===== src/rtl/txn_pkg.sv =====
// Shared encodings for the coin-transfer engine: FSM states, balance RAM map and status codes.
package txn_pkg;

    typedef enum logic [3:0] {
        IDLE  = 4'd0,
        RK1   = 4'd1,
        RK2   = 4'd2,
        RB1   = 4'd3,
        RB2   = 4'd4,
        CHECK = 4'd5,
        WR_S  = 4'd6,
        WR_R  = 4'd7,
        DONE  = 4'd8,
        HOLD  = 4'd9
    } state_t;

    localparam logic [1:0] ADDR_BAL_P1 = 2'd0;
    localparam logic [1:0] ADDR_BAL_P2 = 2'd1;
    localparam logic [1:0] ADDR_KEY_P1 = 2'd2;
    localparam logic [1:0] ADDR_KEY_P2 = 2'd3;

    localparam logic [2:0] ST_OK        = 3'd0;
    localparam logic [2:0] ST_ERR_KEY   = 3'd1;
    localparam logic [2:0] ST_ERR_FUNDS = 3'd2;
    localparam logic [2:0] ST_ERR_OVF   = 3'd3;
    localparam logic [2:0] ST_ERR_ZERO  = 3'd4;

endpackage


===== src/rtl/txn_check.sv =====
// Combinational validation of one transfer: picks the sender by key, checks funds and
// receiver overflow, and produces both post-transfer balances.
module txn_check
    import txn_pkg::*;
#(
    parameter int BAL_W = 8,
    parameter int KEY_W = 4
) (
    input  logic [BAL_W-1:0] amount,
    input  logic [KEY_W-1:0] key,
    input  logic [KEY_W-1:0] k1,
    input  logic [KEY_W-1:0] k2,
    input  logic [BAL_W-1:0] b1,
    input  logic [BAL_W-1:0] b2,
    output logic             sender,
    output logic [2:0]       status,
    output logic [BAL_W-1:0] new_sender_bal,
    output logic [BAL_W-1:0] new_receiver_bal
);

    logic             k1_match;
    logic             k2_match;
    logic [BAL_W-1:0] sender_bal;
    logic [BAL_W-1:0] receiver_bal;
    logic [BAL_W:0]   receiver_sum;

    always_comb begin
        k1_match         = (key == k1);
        k2_match         = (key == k2);
        // player 1 wins when both stored keys match
        sender           = !k1_match && k2_match;
        sender_bal       = sender ? b2 : b1;
        receiver_bal     = sender ? b1 : b2;
        receiver_sum     = {1'b0, receiver_bal} + {1'b0, amount};
        new_sender_bal   = sender_bal - amount;
        new_receiver_bal = receiver_sum[BAL_W-1:0];

        if (amount == '0)
            status = ST_ERR_ZERO;
        else if (!k1_match && !k2_match)
            status = ST_ERR_KEY;
        else if (amount > sender_bal)
            status = ST_ERR_FUNDS;
        else if (receiver_sum[BAL_W])
            status = ST_ERR_OVF;
        else
            status = ST_OK;
    end

endmodule


===== src/rtl/transaction_engine.sv =====
// Runs one coin transfer between the two players against the shared single-port balance RAM.
//
// state | meaning
// IDLE  | waiting for start, latch amount/key
// RK1   | address key_p1
// RK2   | address key_p2, capture k1
// RB1   | address bal_p1, capture k2
// RB2   | address bal_p2, capture b1
// CHECK | capture b2, validate, record status
// WR_S  | write sender balance
// WR_R  | write receiver balance
// DONE  | finished pulse
// HOLD  | wait for start to drop
module transaction_engine
    import txn_pkg::*;
#(
    parameter int BAL_W = 8,
    parameter int KEY_W = 4
) (
    input  logic             clock,
    input  logic             reset,
    input  logic             start_transaction,
    input  logic [BAL_W-1:0] amount,
    input  logic [KEY_W-1:0] key,
    input  logic [BAL_W-1:0] mem_rdata,
    output logic [1:0]       mem_addr,
    output logic [BAL_W-1:0] mem_wdata,
    output logic             mem_we,
    output logic             finished_transaction,
    output logic [2:0]       status,
    output logic             busy
);

    state_t           state;
    state_t           state_nxt;
    logic [BAL_W-1:0] amount_q;
    logic [KEY_W-1:0] key_q;
    logic [KEY_W-1:0] k1_q;
    logic [KEY_W-1:0] k2_q;
    logic [BAL_W-1:0] b1_q;
    logic [BAL_W-1:0] b2_q;
    logic [BAL_W-1:0] b2_eval;
    logic [2:0]       status_q;
    logic [2:0]       chk_status;
    logic             sender;
    logic [BAL_W-1:0] new_sender_bal;
    logic [BAL_W-1:0] new_receiver_bal;

    // b2 arrives on the bus during CHECK; afterwards the captured copy keeps the writes stable
    assign b2_eval = (state == CHECK) ? mem_rdata : b2_q;

    txn_check #(
        .BAL_W(BAL_W),
        .KEY_W(KEY_W)
    ) u_check (
        .amount          (amount_q),
        .key             (key_q),
        .k1              (k1_q),
        .k2              (k2_q),
        .b1              (b1_q),
        .b2              (b2_eval),
        .sender          (sender),
        .status          (chk_status),
        .new_sender_bal  (new_sender_bal),
        .new_receiver_bal(new_receiver_bal)
    );

    always_ff @(posedge clock or posedge reset) begin
        if (reset)
            state <= IDLE;
        else
            state <= state_nxt;
    end

    always_ff @(posedge clock or posedge reset) begin
        if (reset) begin
            amount_q <= '0;
            key_q    <= '0;
            k1_q     <= '0;
            k2_q     <= '0;
            b1_q     <= '0;
            b2_q     <= '0;
            status_q <= ST_OK;
        end else begin
            case (state)
                IDLE: begin
                    if (start_transaction) begin
                        amount_q <= amount;
                        key_q    <= key;
                    end
                end
                RK2:   k1_q <= mem_rdata[KEY_W-1:0];
                RB1:   k2_q <= mem_rdata[KEY_W-1:0];
                RB2:   b1_q <= mem_rdata;
                CHECK: begin
                    b2_q     <= mem_rdata;
                    status_q <= chk_status;
                end
                default: ;
            endcase
        end
    end

    always_comb begin
        state_nxt = state;
        case (state)
            IDLE:    if (start_transaction) state_nxt = RK1;
            RK1:     state_nxt = RK2;
            RK2:     state_nxt = RB1;
            RB1:     state_nxt = RB2;
            RB2:     state_nxt = CHECK;
            CHECK:   state_nxt = (chk_status == ST_OK) ? WR_S : DONE;
            WR_S:    state_nxt = WR_R;
            WR_R:    state_nxt = DONE;
            DONE:    state_nxt = HOLD;
            HOLD:    if (!start_transaction) state_nxt = IDLE;
            default: state_nxt = IDLE;
        endcase
    end

    always_comb begin
        mem_addr             = ADDR_BAL_P1;
        mem_wdata            = '0;
        mem_we               = 1'b0;
        finished_transaction = 1'b0;
        busy                 = (state != IDLE);
        case (state)
            RK1: mem_addr = ADDR_KEY_P1;
            RK2: mem_addr = ADDR_KEY_P2;
            RB1: mem_addr = ADDR_BAL_P1;
            RB2: mem_addr = ADDR_BAL_P2;
            WR_S: begin
                mem_we    = 1'b1;
                mem_addr  = sender ? ADDR_BAL_P2 : ADDR_BAL_P1;
                mem_wdata = new_sender_bal;
            end
            WR_R: begin
                mem_we    = 1'b1;
                mem_addr  = sender ? ADDR_BAL_P1 : ADDR_BAL_P2;
                mem_wdata = new_receiver_bal;
            end
            DONE: finished_transaction = 1'b1;
            default: ;
        endcase
    end

    assign status = status_q;

endmodule


===== config.mk =====
export PLATFORM = sky130hd
export DESIGN_NAME = transaction_engine
export DESIGN_NICKNAME = d
export VERILOG_FILES = /design/src/rtl/txn_pkg.sv /design/src/rtl/txn_check.sv /design/src/rtl/transaction_engine.sv
export SDC_FILE = /design/constraint.sdc
export NUM_CORES = 1
export LEC_CHECK = 0
export CAP_MARGIN = 20
export CORE_MARGIN = 2
export CORE_UTILIZATION = 50
export CTS_CLUSTER_SIZE = 14
export DETAILED_ROUTE_END_ITERATION = 7
export GPL_TIMING_DRIVEN = 0
export PLACE_DENSITY = 0.88
export REMOVE_ABC_BUFFERS = 1
export SYNTH_ARGS = -nofsm -noshare
export SYNTH_HDL_FRONTEND = slang
export SYNTH_HIERARCHICAL = 1
export SYNTH_SLANG_ARGS = --single-unit

===== constraint.sdc =====
create_clock -name clock -period 4.04 [get_ports clock]
set_clock_uncertainty 0.05 [all_clocks]
set_input_delay 0.404 -clock clock [delete_from_list [all_inputs] [get_ports clock]]
set_output_delay 0.404 -clock clock [all_outputs]
set_load 0.01 [all_outputs]

# [Word-level counts from Yosys, hierarchy flattened]
# Index checks and enable logic that the tools add are counted.
[word_totals] reg_bits=43 in_bits=23 word_cells=52
[classes] add_sub_neg=2 n_lt_le_gt_ge=1 n_eq_ne=13 muxes=17 reduce_logical=11
[op_table] op="$pmux W4 S10" count=1
[op_table] op="$mux W8" count=3
[op_table] op="$eq A4 B3 Y1 const B" count=4
[op_table] op="$pmux W8 S2" count=1
[op_table] op="$mux W4" count=3
[op_table] op="$pmux W2 S5" count=1
[op_table] op="$add A8 B8 Y9" count=1
[op_table] op="$mux W3" count=3
[op_table] op="$eq A4 B2 Y1 const B" count=2
[op_table] op="$eq A4 B4 Y1" count=2
[op_table] op="$eq A4 B4 Y1 const B" count=2
[op_table] op="$gt A8 B8 Y1" count=1
[op_table] op="$logic_not A8 Y1" count=1
[op_table] op="$sub A8 B8 Y8" count=1
[op_table] op="$eq A4 B1 Y1 const B" count=1
[op_table] op="$logic_not A4 Y1" count=1
[op_table] op="$mux W1" count=4
[op_table] op="$ne A2 B2 Y1 const B" count=2
[op_table] op="$reduce_and A2 Y1" count=2
[op_table] op="$reduce_bool A4 Y1" count=1
[op_table] op="$logic_not A3 Y1" count=1
[op_table] op="$logic_and A1 B1 Y1" count=2
[op_table] op="$logic_not A1 Y1" count=2
[op_table] op="$mux W2" count=1
[op_table] op="$reduce_or A2 Y1" count=1

# [Longest topological paths before layout]
[depth] word_depth=12 mapped_depth=17

# [Cells and area by module]
# Netlist, hierarchy kept.
[by_module_without_submodules] mod="transaction_engine" n_inst=1 cells_each=142 area_each_um2=2026.9 seq_area_each_um2=1076.0
[by_module_without_submodules] mod="txn_check" n_inst=1 cells_each=126 area_each_um2=1043.5 seq_area_each_um2=0.0

# [Least setup slack after synthesis]
# No wires, ideal clock.
[synth_path] kind="register -> register" from="register key_q[1]" to="register state[2]" setup_ns=0.096 arrival_ns=3.781 setup_slack_ns=0.114 stages_incl_launch_ff=17 n_path_buf=2 synth_period_minus_slack_ns=3.926 cell_sequence="dfrtp_1 -> xor2_1 -> nor4_2 -> nor2b_2 -> buf_6 -> buf_12 -> mux2i_1 -> ha_1 -> inv_1 -> fa_1 -> a211oi_1 -> o21ai_0 -> a221oi_1 -> nor2b_1 -> o22a_1 -> or4_4 -> a311oi_2"
[synth_between] elab_chain_len=12 word_cells_on_any_way=17 cone_classes="1 x add/sub; 1 x order compare; 2 x eq/ne; 8 x mux; 5 x reduce/logical"
[synth_rtl] item="start: declaration" line_no="transaction_engine.sv:37" rtl="logic [KEY_W-1:0] key_q;"
[synth_rtl] item="start signal: assignment" line_no="transaction_engine.sv:89" rtl="key_q <= key;"
[synth_rtl] item="$eq A4 B4 Y1" line_no="txn_check.sv:28" rtl="k1_match = (key == k1);"
[synth_rtl] item="$logic_not A1 Y1" line_no="txn_check.sv:31" rtl="sender = !k1_match && k2_match;"
[synth_rtl] item="$logic_and A1 B1 Y1 *" line_no="txn_check.sv:31"
[synth_rtl] item="via sender" line_no="transaction_engine.sv:45" rtl="logic sender;"
[synth_rtl] item="$mux W8" line_no="txn_check.sv:33" rtl="receiver_bal = sender ? b1 : b2;"
[synth_rtl] item="$add A8 B8 Y9" line_no="txn_check.sv:34" rtl="receiver_sum = {1'b0, receiver_bal} + {1'b0, amount};"
[synth_rtl] item="$mux W2" line_no="txn_check.sv:44" rtl="else if (receiver_sum[BAL_W])"
[synth_rtl] item="$mux W3 *" line_no="txn_check.sv:42" rtl="else if (amount > sender_bal)"
[synth_rtl] item="$mux W3 *" line_no="txn_check.sv:40" rtl="else if (!k1_match && !k2_match)"
[synth_rtl] item="$mux W3 *" line_no="txn_check.sv:38" rtl="if (amount == '0)"
[synth_rtl] item="via chk_status[0]" line_no="transaction_engine.sv:44" rtl="logic [2:0] chk_status;"
[synth_rtl] item="$logic_not A3 Y1 *" line_no="transaction_engine.sv:112" rtl="CHECK: state_nxt = (chk_status == ST_OK) ? WR_S : DONE;"
[synth_rtl] item="$mux W4 *" line_no="transaction_engine.sv:112"
[synth_rtl] item="$pmux W4 S10 *" line_no="transaction_engine.sv:106" rtl="case (state)"
[synth_rtl] item="end signal: assignment" line_no="transaction_engine.sv:72" rtl="state <= state_nxt;"
[synth_rtl] item="end: declaration" line_no="transaction_engine.sv:34" rtl="state_t state;"
# Mark *: on every way through the listed nets, which the timed path passes. The rest lies on a longest branch.
# A chain may end at the register's enable or synchronous reset.

# [Final worst setup path]
[layout_path] from="register key_q[0]" to="output port mem_wdata[6]"
[layout_between] elab_chain_len=6 word_cells_on_any_way=9 cone_classes="2 x add/sub; 2 x eq/ne; 3 x mux; 2 x reduce/logical"
[layout_rtl] item="$eq A4 B4 Y1" line_no="txn_check.sv:28"
[layout_rtl] item="$logic_not A1 Y1" line_no="txn_check.sv:31"
[layout_rtl] item="$logic_and A1 B1 Y1 *" line_no="txn_check.sv:31"
[layout_rtl] item="via sender" line_no="transaction_engine.sv:45"
[layout_rtl] item="$mux W8 *" line_no="txn_check.sv:33"
[layout_rtl] item="$add A8 B8 Y9 *" line_no="txn_check.sv:34"
[layout_rtl] item="via new_receiver_bal[6]" line_no="transaction_engine.sv:47" rtl="logic [BAL_W-1:0] new_receiver_bal;"
[layout_rtl] item="$pmux W8 S2 *" line_no="transaction_engine.sv:127" rtl="case (state)"
[layout_rtl] item="end: declaration" line_no="transaction_engine.sv:27" rtl="output logic [BAL_W-1:0] mem_wdata,"
# Marks and branches as above.

==> impl_metrics.env <==
export IMPL_dr_pass1_iters=7
export IMPL_drt_initial_drc_count=252
export IMPL_routed_top_layer="met4"
export IMPL_antenna_found_initial=0
export IMPL_htreeDepth=2
export IMPL_seq_area_frac_synth_pct=35.04
export IMPL_tightest_slew_ns=0.8750
export IMPL_cp_required_ns=3.59
export IMPL_cts_tree="yes"
export IMPL_clockRootBuffer="clkbuf_8"
export IMPL_outcome="complete, but fails checks"
export IMPL_synth_xor_area_share_pct=5.420
export IMPL_crit_type="reg2out"
export IMPL_synth_simple_gate_area_share_pct=13.08
export IMPL_synth_flop_cell="dfrtp_1"
export IMPL_synth_top_family_by_area="multiplexers"
export IMPL_dp_hpwl_um=4542
export IMPL_clock_sinks=43
export IMPL_clk_latency_ns=0.31
export IMPL_critPathMaxFanout=5
export IMPL_hold_viol_final=0
export IMPL_wl_met2_um=4097
export IMPL_syn_area_per_cell_um2=11.46
export IMPL_cts_buffer_depth=2
export IMPL_dieArea_um2=6784
export IMPL_wire_per_inst_um=19.69
export IMPL_rsz0062_at_grt="yes"
export IMPL_grt_pass1_wl_um=11090
export IMPL_grt_max_degree=44
export IMPL_dieHeight_um=82.37
export IMPL_core_um2=5921
export IMPL_violations="setup timing"
export IMPL_cts_clk_slew_worst_paths_ns=0.08
export IMPL_cp_arrival_ns=3.70
export IMPL_multi_input_area_um2=2031
export IMPL_synth_edff_count=0
export IMPL_setup_viol=5
export IMPL_seqCellArea_um2=1084
export IMPL_wl_met3_um=330
export IMPL_nNetsFinal=367
export IMPL_drive_gt1_share_pct=35.89
export IMPL_synthMuxAreaShare_pct=26.41
export IMPL_syn_inst=268
export IMPL_vias_per_cell=5.823
export IMPL_diodes=0
export IMPL_synth_adder_area_share_pct=7.824
export IMPL_hold_path_class="reg2reg"
export IMPL_fillers=398
export IMPL_place_gp_congestion=0.8273
export IMPL_crit_slowest_cell="dfrtp_1"
export IMPL_grt_usage_pct=21.93
export IMPL_io_pins=39
export IMPL_ys_warn_count=6
export IMPL_start_util_pct=51.86
export IMPL_worst_slack_ns=-0.1179
export IMPL_detailroute_via_count=2335
export IMPL_fin_crit_ns=4.158
export IMPL_grt_pass1_vias=2255
export IMPL_ant_nets=0
export IMPL_io_buffers=38
export IMPL_ys_types=50
export IMPL_slew_violations=0
export IMPL_synth_compound_area_share_pct=6.683
export IMPL_numCtsBuffers=5
export IMPL_wl_met1_um=3270
export IMPL_gr_total_overflow=0
export IMPL_path_cells="xor2_1 -> nor4_2 -> nor2b_4 -> buf_12 -> mux2_2 -> ha_2 -> inv_1 -> fa_2 -> nor2b_1 -> o31a_1 -> o21a_1 -> nor2_2 -> xnor2_1 -> mux2i_1 -> nor2_1 -> buf_2"
export IMPL_final_util_pct=66.74
export IMPL_crit_path_max_incr_delay_ns=0.41
export IMPL_wirelength_um=7897
export IMPL_fin_crit_sh_pct=102.9
export IMPL_finalSetupTns_ns=-0.3075
export IMPL_cp_end_kind="output port"
export IMPL_die_w_um=82.37
export IMPL_drv_cap=0
export IMPL_syn_area_um2=3070
export IMPL_cts_hold_buffers=0
export IMPL_slew_limit_headroom_pct=41.58
export IMPL_fmax_mhz=240.5
export IMPL_dp_worst_setup_slack_ns=-1.020
export IMPL_rows=28
export IMPL_start_kind="flop"
export IMPL_synthArstFlopShare_pct=100.0
export IMPL_drc=0
export IMPL_ys_seq_elements=43
export IMPL_area_delta_synth_final_pct=28.69
-- path summary, 6_finish.rpt --
path	startpoint	endpoint	slack, ns	depth (start not counted)
min in group asynchronous	reset	key_q[2]	0.54	2
min	status[1]	status[1]	0.45	1
max	key_q[0]	mem_wdata[6]	-0.12	16
max in group asynchronous	reset	state[0]	2.77	2
min reg2reg	status[1]	status[1]	0.45	1
max reg2reg	key_q[0]	state[2]	-0.09	14
-- layout make-up --
cell class | count | share of cell area, %
clock inverter | 1 | 0.7600
tap | 75 | 2.375
sequential | 43 | 27.42
inverter | 17 | 1.615
clock buffer | 6 | 1.837
multi-input combinational | 197 | 51.39
timing repair buffer | 62 | 14.60
-- sequential cells by signal, indices dropped and copies added, names as in the netlist --
| register | count |
|---|---|
| amount_q | 8 |
| b1_q | 8 |
| b2_q | 8 |
| k1_q | 4 |
| k2_q | 4 |
| key_q | 4 |
| state | 4 |
| status | 3 |
-- cell families (layout without fill, tap and decap cells) --
family | after synthesis | in the layout
AO/OA/AOI/OAI | 28 | 28
XOR/XNOR | 19 | 19
adder cells (fa/ha/maj) | 18 | 18
buffers and inverters | 28 | 86
flip-flops | 43 | 43
multiplexers | 63 | 63
AND/OR/NAND/NOR | 69 | 69
-- metrics by stage --
| step | instances | hold slack (ns) | cell area [µm²] |
|---|---|---|---|
| after floorplan | 257 | 0.4159 | 2964 |
| after global placement | 370 | 0.4199 | 3438 |
| after detailed placement | 370 | 0.4308 | 3438 |
| after CTS | 394 | 0.4550 | 3756 |
| after global routing | 401 | 0.4677 | 3951 |
| final | 401 | 0.4522 | 3951 |
-- per-layer routing --
metal  track usage [%]  vias up
met5                 0        -
met4             9.167        0
met2             37.66       88
li1                  -     1066
met1             26.70     1163
met3             4.457       18
-- timing repair --
item / CTS / global route
buffers inserted: 17 / 8
pin swaps: 7 / 25
cloned: 0 / 0
endpoints found under the setup margin: 13 / 12
gates resized for setup: 26 / 37
-- worst max-delay path, delay by kind of cell (launching register included) --
family | cells | cell delay, ns
AO/OA/AOI/OAI | 2 | 0.47
adder cells (fa/ha/maj) | 2 | 0.43
AND/OR/NAND/NOR | 5 | 0.96
flip-flops | 1 | 0.41
buffers and inverters | 3 | 0.39
XOR/XNOR | 2 | 0.32
multiplexers | 2 | 0.42
-- cell usage after synthesis, types with 3 or more instances --
master / count / area share [%]
a21oi_1: 4 / 0.65
buf_2: 3 / 0.49
buf_6: 5 / 1.8
dfrtp_1: 43 / 35
ha_1: 16 / 6.5
inv_1: 17 / 2.1
mux2_1: 10 / 3.7
mux2_2: 14 / 5.1
mux2_4: 30 / 15
mux2i_1: 9 / 2.9
nand2_1: 6 / 0.73
nand3_1: 7 / 1.1
nor2_1: 25 / 3.1
nor2b_1: 3 / 0.61
nor3_1: 7 / 1.1
o21a_1: 3 / 0.73
o21ai_0: 7 / 1.1
xnor2_1: 7 / 2.0
xor2_1: 12 / 3.4
-- cells in the final DEF (no fill, tap or decap), drive strengths merged, types with 8 or more instances in the layout --
master / instances
buf: 26
clkdlybuf4s50: 31
dfrtp: 43
ha: 16
inv: 17
mux2: 54
mux2i: 9
nand3: 8
nor2: 26
xor2: 12
Power is not shown: default switching activity piles up to over one toggle a cycle in this logic, so the estimate is an artifact.
